## config.mk

```make
export PLATFORM = sky130hd
export DESIGN_NAME = apb_master_bridge
export DESIGN_NICKNAME = d
export VERILOG_FILES = /design/src/rtl/apb_pkg.sv /design/src/rtl/apb_wait_timer.sv /design/src/rtl/apb_master_bridge.sv
export SDC_FILE = /design/constraint.sdc
export NUM_CORES = 1
export LEC_CHECK = 0
export CAP_MARGIN = 20
export CELL_PAD_IN_SITES_DETAIL_PLACEMENT = 0
export CELL_PAD_IN_SITES_GLOBAL_PLACEMENT = 2
export CORE_MARGIN = 2
export CORE_UTILIZATION = 25
export DETAILED_ROUTE_END_ITERATION = 10
export GPL_ROUTABILITY_DRIVEN = 1
export PLACE_DENSITY_LB_ADDON = 0.1
export SLEW_MARGIN = 20
export SYNTH_ARGS = -nofsm -noshare
export SYNTH_HDL_FRONTEND = slang
export SYNTH_HIERARCHICAL = 1
export SYNTH_SLANG_ARGS = --single-unit
```

## constraint.sdc

```tcl
create_clock -name pclk -period 4.3 [get_ports pclk]
set_clock_uncertainty 0.15 [all_clocks]
set_input_delay 0.86 -clock pclk [delete_from_list [all_inputs] [get_ports pclk]]
set_output_delay 0.86 -clock pclk [all_outputs]
set_load 0.05 [all_outputs]
```

## src/rtl/apb_pkg.sv

```systemverilog
`default_nettype none
// ============================================================================
// apb_pkg : APB state encoding and default widths shared by master and slave
// Revision: 1.0
// ============================================================================
package apb_pkg;

  localparam int DEFAULT_ADDR_WIDTH = 32;
  localparam int DEFAULT_DATA_WIDTH = 32;

  localparam logic [1:0] APB_IDLE   = 2'b00;
  localparam logic [1:0] APB_SETUP  = 2'b01;
  localparam logic [1:0] APB_ACCESS = 2'b10;

  typedef enum logic [1:0] {
    ST_IDLE   = APB_IDLE,
    ST_SETUP  = APB_SETUP,
    ST_ACCESS = APB_ACCESS
  } apb_state_t;

endpackage
`default_nettype wire

```

## src/rtl/apb_wait_timer.sv

```systemverilog
`default_nettype none
// ============================================================================
// apb_wait_timer : counts ACCESS wait cycles, flags expiry; TIMEOUT_CYCLES=0 disables
// Revision: 1.0
// ============================================================================
module apb_wait_timer #(
  parameter int TIMEOUT_CYCLES = 16,
  parameter int WAIT_CNT_WIDTH = 8
) (
  input  logic clk,
  input  logic rst,
  input  logic clear,
  input  logic count_en,
  output logic expired
);

  generate
    if (TIMEOUT_CYCLES != 0) begin : g_timeout
      localparam logic [WAIT_CNT_WIDTH-1:0] C_LIMIT = WAIT_CNT_WIDTH'(TIMEOUT_CYCLES - 1);
      logic [WAIT_CNT_WIDTH-1:0] r_count;

      always_ff @(posedge clk or posedge rst) begin
        if (rst) begin
          r_count <= '0;
        end else if (clear) begin
          r_count <= '0;
        end else if (count_en) begin
          r_count <= r_count + WAIT_CNT_WIDTH'(1);
        end
      end

      // Fires on the cycle whose edge would bring the count up to the limit
      assign expired = count_en && (r_count == C_LIMIT);
    end else begin : g_no_timeout
      assign expired = 1'b0;
    end
  endgenerate

endmodule
`default_nettype wire

```

## src/rtl/apb_master_bridge.sv

```systemverilog
`default_nettype none
// ============================================================================
// apb_master_bridge : valid/ready command port to APB master with bounded wait
// Revision: 1.0
// ============================================================================
module apb_master_bridge
  import apb_pkg::*;
#(
  parameter int ADDR_WIDTH     = DEFAULT_ADDR_WIDTH,
  parameter int DATA_WIDTH     = DEFAULT_DATA_WIDTH,
  parameter int TIMEOUT_CYCLES = 16,
  parameter int WAIT_CNT_WIDTH = 8
) (
  input  logic                  pclk,
  input  logic                  presetn,
  input  logic                  req_valid,
  output logic                  req_ready,
  input  logic                  req_write,
  input  logic [ADDR_WIDTH-1:0] req_addr,
  input  logic [DATA_WIDTH-1:0] req_wdata,
  output logic                  rsp_valid,
  output logic [DATA_WIDTH-1:0] rsp_rdata,
  output logic                  rsp_timeout,
  output logic                  psel,
  output logic                  penable,
  output logic                  pwrite,
  output logic [ADDR_WIDTH-1:0] paddr,
  output logic [DATA_WIDTH-1:0] pwdata,
  input  logic [DATA_WIDTH-1:0] prdata,
  input  logic                  pready
);

  apb_state_t r_state;
  apb_state_t w_next_state;
  logic       w_accept;
  logic       w_done;
  logic       w_expired;
  logic       w_wait_en;
  logic       w_wait_clr;

  // presetn is active-high despite its name
  assign req_ready  = (r_state == ST_IDLE) && !presetn;
  assign w_accept   = req_valid && req_ready;
  assign w_done     = (r_state == ST_ACCESS) && pready;
  assign w_wait_en  = (r_state == ST_ACCESS) && !pready;
  assign w_wait_clr = (r_state != ST_ACCESS);

  apb_wait_timer #(
    .TIMEOUT_CYCLES (TIMEOUT_CYCLES),
    .WAIT_CNT_WIDTH (WAIT_CNT_WIDTH)
  ) u_wait_timer (
    .clk      (pclk),
    .rst      (presetn),
    .clear    (w_wait_clr),
    .count_en (w_wait_en),
    .expired  (w_expired)
  );

  always_ff @(posedge pclk or posedge presetn) begin
    if (presetn) begin
      r_state <= ST_IDLE;
    end else begin
      r_state <= w_next_state;
    end
  end

  always_comb begin
    w_next_state = r_state;
    case (r_state)
      ST_IDLE:   if (w_accept) w_next_state = ST_SETUP;
      ST_SETUP:  w_next_state = ST_ACCESS;
      ST_ACCESS: if (w_done || w_expired) w_next_state = ST_IDLE;
      default:   w_next_state = ST_IDLE;
    endcase
  end

  // APB strobes come from the next state so they are registered, not decoded
  always_ff @(posedge pclk or posedge presetn) begin
    if (presetn) begin
      psel        <= 1'b0;
      penable     <= 1'b0;
      pwrite      <= 1'b0;
      paddr       <= '0;
      pwdata      <= '0;
      rsp_valid   <= 1'b0;
      rsp_rdata   <= '0;
      rsp_timeout <= 1'b0;
    end else begin
      psel        <= (w_next_state != ST_IDLE);
      penable     <= (w_next_state == ST_ACCESS);
      rsp_valid   <= 1'b0;
      rsp_timeout <= 1'b0;
      if (w_accept) begin
        pwrite <= req_write;
        paddr  <= req_addr;
        pwdata <= req_write ? req_wdata : '0;
      end
      if (w_done) begin
        rsp_valid <= 1'b1;
        if (!pwrite) begin
          rsp_rdata <= prdata;
        end
      end else if (w_expired) begin
        rsp_valid   <= 1'b1;
        rsp_timeout <= 1'b1;
        rsp_rdata   <= '0;
      end
    end
  end

endmodule
`default_nettype wire

```

== Word-level counts from Yosys, hierarchy flattened ==
Index checks and enable logic that the tools add are counted.
Word-level totals
  output and inout bits: 102
  word-level logic and storage cells: 42
  input bits: 101
  register bits after elaboration: 111
Cells by class
  reduce and logical (&&, ||, !) cells: 13
  mux-type cells: 12
  eq/ne operators: 6
  add/sub/neg operators: 1
Operators by type and width (count)
  $mux W32: 4
  $mux W8: 2
  $add A8 B1 Y8 const B: 1
  $eq A8 B4 Y1 const B: 1
  $pmux W2 S3: 1
  $reduce_bool A2 Y1: 3
  $logic_and A1 B1 Y1: 5
  $eq A2 B2 Y1 const B: 2
  $mux W2: 2
  $ne A2 B2 Y1 const B: 2
  $mux W1: 3
  $eq A2 B1 Y1 const B: 1
  $logic_not A1 Y1: 2
  $logic_not A2 Y1: 1
  $reduce_and A2 Y1: 1
  $logic_or A1 B1 Y1: 1

== Longest topological paths before layout ==
  depth after elaboration: 7
  depth in mapped cells: 8
  gate-level depth less buffers: 6

== By module ==
The synthesis kept the hierarchy.
By module, submodules not included
  apb_master_bridge: instances 1, area each 4001.3 µm², cells each 302, seq. area each 2577.5 µm²
  apb_wait_timer: instances 1, area each 421.7 µm², cells each 41, seq. area each 200.2 µm²

== Worst setup path before layout ==
No wires, ideal clock.
  path type: in2out
  start point: input presetn
  end point: output req_ready
  cell stages on the path: 1
  path buffers: 0
  path slack: 1.337 ns
  data arrival time: 1.953 ns
  data required time: 3.290 ns
  path through: nor3_1
Between the ends
  word-level cells in the longest chain between the ends: 2
Ends and longest elaborated chain
  start, declared: RTL line apb_master_bridge.sv:15  | input logic presetn,
  $logic_not A1 Y1 (no source line)
  $logic_and A1 B1 Y1: RTL line apb_master_bridge.sv:42  | assign req_ready = (r_state == ST_IDLE) && !presetn;
  end, declared: RTL line apb_master_bridge.sv:17  | output logic req_ready,
No other way between the ends.

== Final worst setup path ==
Same ends and word-level chain as after synthesis.

==> results by group <==
Outcome
  – Status: complete, no violations

Floorplanning
  – Die area: 18,800 um2
  – I/O pin count: 203
  – Chip height: 137 um
  – Die width: 137 um
  – Initial Util: 0.256
  – Core area: 17,300 um2
  – FP Rows: 48

Synthesis
  – Avg Cell Area, Syn: 12.9 um2
  – XOR/XNOR Fraction of Synth Area: 0.00792
  – Main flop type after synthesis: dfrtp_1
  – Main combinational cell family by area after synthesis: compound AO/OA/AOI/OAI gates
  – Post-synth ARST share: 1.00
  – Post-synth EDFFs: 0
  – Complex-gate fraction of the synthesized area: 0.117
  – Mux share of post-synthesis cell area: 0.113
  – Synthesized cell area: 4420 um2
  – Mapped Cells: 343
  – Simple-gate portion of the synthesized area: 0.0885
  – Synth Register Bits: 111
  – Mapped Nets: 445
  – Sequential-to-total area share from yosys stat: 0.628
  – Yosys warnings: 6
  – Adder-cell area share of the yosys netlist: 0.00283
  – Count of cell types in the netlist: 31

GRT
  – Number of global-route vias before repair: 3,348
  – Initial antenna violation count: 0
  – Gr usage total: 0.131
  – Grt total ovfl: 0
  – First-pass GRT wire length: 18.8 mm
  – Largest net degree at the start of global routing: 75

Timing
  – Worst slew pin tran: 1.06 ns
  – FMAX: 0.290 GHz
  – # setup viols final: 0
  – RSZ-0062 raised after global routing: no
  – Tcrit/Tclk final: 0.802
  – Setup tns final: 0 ns
  – Final Hold Violating Endpoints: 0
  – Worst hold slack: 0.329 ns
  – Final Critical Period: 3.45 ns
  – Setup slack after layout: 0.849 ns
  – Final Max Tran Viols: 0
  – Max_slew headroom: 0.295

Clock tree
  – TritonCTS clock tree: built
  – Worst skew pair latency: 0.35 ns
  – Post-CTS Resized: 0
  – Worst-path clk slew: 0.07 ns
  – Root buffer cell: clkbuf_16
  – Post-CTS setup buffers: 0
  – Max H-tree Level: 3
  – CTS Buffer Depth: 2
  – Hold_buf cts: 0
  – CTS Buf Count: 9
  – CTS sink count: 111

Power
  – Pwr dens: 652 nW/um2
  – Leak: 3.07 nW
  – Worst IR Drop VDD: 365 uV

Place
  – Dpl ws: 0.837 ns
  – Port Buffers: 202
  – GP Congestion: 0.716
  – Dpl hpwl: 8.41 mm

Route
  – Wirelength, routed: 12.2 mm
  – Initial DRC count: 121
  – Number of remaining DRC errors: 0
  – Via count: 3,301
  – Vias/cell: 4.29
  – Routed length per instance: 15.9 um
  – Pre-antenna DRT Iters: 4
  – Routed Antenna Nets: 0

Min path
  – Worst Hold Depth: 2
  – Sink of the worst hold path: pwdata[20]
  – Hold Startpoint: pwdata[20]
  – Worst Hold Class: reg -> reg

Critical path
  – CP Max Fanout: 4
  – Cell Chain, Critical Path: clkdlybuf4s50_1 > nor3_1 > clkdlybuf4s50_1
  – CP peak stage delay: 0.85 ns
  – Reg2Reg Setup Slack: 1.76 ns
  – R2R cell count: 8
  – Slowest CP cell: clkdlybuf4s50_1
  – CP arrival: 2.44 ns
  – CP Capture Type: primary output
  – Critical path class: in -> out
  – Worst setup SP type: primary input
  – Most used cell, CP: clkdlybuf4s50_1
  – CP Data Required Time: 3.29 ns
  – Worst R2R End: rsp_rdata[11]
  – R2R Path Start: r_state[0]

Flow run
  – Max Cap Viol: 0

Cells and area
  – NumNets Final: 641
  – Ant. Diodes: 0
  – Syn-to-layout area delta: 56.4%
  – Fraction of layout cells with a size suffix above 1: 0.108
registers in the layout, summed over array words and instances (netlist names):
| signal | cells |
|---|---|
| paddr | 32 |
| pwdata | 32 |
| rsp_rdata | 32 |
| r_state | 2 |
| penable | 1 |
| rsp_valid | 1 |
| rsp_timeout | 1 |
| pwrite | 1 |
| u_wait_timer/g_timeout.r_count | 8 |
| psel | 1 |
cell usage after synthesis, drive strengths merged, types with 2 or more instances:
cell type | count | share of area
dfrtp | 111 | 0.63
nand2 | 66 | 0.056
o21ai | 36 | 0.041
a22o | 32 | 0.063
mux2 | 32 | 0.11
buf | 12 | 0.030
clkbuf | 11 | 0.0093
nor2 | 8 | 0.0068
inv | 4 | 0.0034
nand2b | 4 | 0.0057
a21oi | 3 | 0.0034
nand3 | 3 | 0.0034
nand4 | 3 | 0.0042
or3 | 3 | 0.0042
xor2 | 3 | 0.0059
mux2i | 2 | 0.0045
o31ai | 2 | 0.0034
cells by family after synthesis:
logic type               Yosys count
AO/OA/AOI/OAI                     74
multiplexers                      34
adder cells (fa/ha/maj)            1
flip-flops                       111
buffers and inverters             27
AND/OR/NAND/NOR                   92
XOR/XNOR                           4
cell type report:
cell class,count,area (um2)
clock inverter,5,40.0
sequential,111,2780
clock buffer,11,253
tap,225,282
fill,1667,10400
inverter,4,17.5
multi-input combinational,205,1470
timing repair buffer,208,2080
layout by cell type (no fill, tap or decap), types with 4 or more instances in the layout:
master           synthesis  final
o21ai_1                 20     20
nand2b_1                 4      4
a22o_1                  32     32
dfrtp_1                111    111
mux2_4                  32     32
o21ai_0                 16     16
nand2_1                 66     66
clkbuf_16                0      9
nor2_1                   8      7
clkdlybuf4s50_1          0    202
buf_4                    1      5
through the flow:
step / power, mW / std cells / utilization / area, um2
after floorplan: 2.92 / 343 / - / 4420
after global placement: 3.71 / 753 / 0.383 / 6620
after detailed placement: 3.72 / 753 / 0.383 / 6620
after CTS: 4.58 / 769 / 0.400 / 6920
after global routing: 4.72 / 769 / 0.400 / 6920
final: 4.51 / 769 / 0.400 / 6920
layer usage:
metal,share of wire,GRT usage
met2,0.47,0.201
met1,0.44,0.173
met5,0,0
met4,0.012,0.0430
met3,0.079,0.0463
worst max-delay path by stage:
stage,start,to,depth (start not counted)
floorplan,presetn,paddr[0],1
global placement,presetn,req_ready,3
detailed placement,presetn,req_ready,3
CTS,presetn,req_ready,3
global route,presetn,req_ready,3
finish,presetn,req_ready,3
report_power, final:
part / internal (mW) / switching, mW
Clock: 0.431 / 0.398
Combinational: 0.811 / 1.38
Sequential: 1.34 / 0.157
critical path: cells and delay by family:
kind                   cells  cell delay [ns]
and+or+nand+nor            1             0.24
buffers and inverters      2             1.34
(Power assumes the default switching activity.)
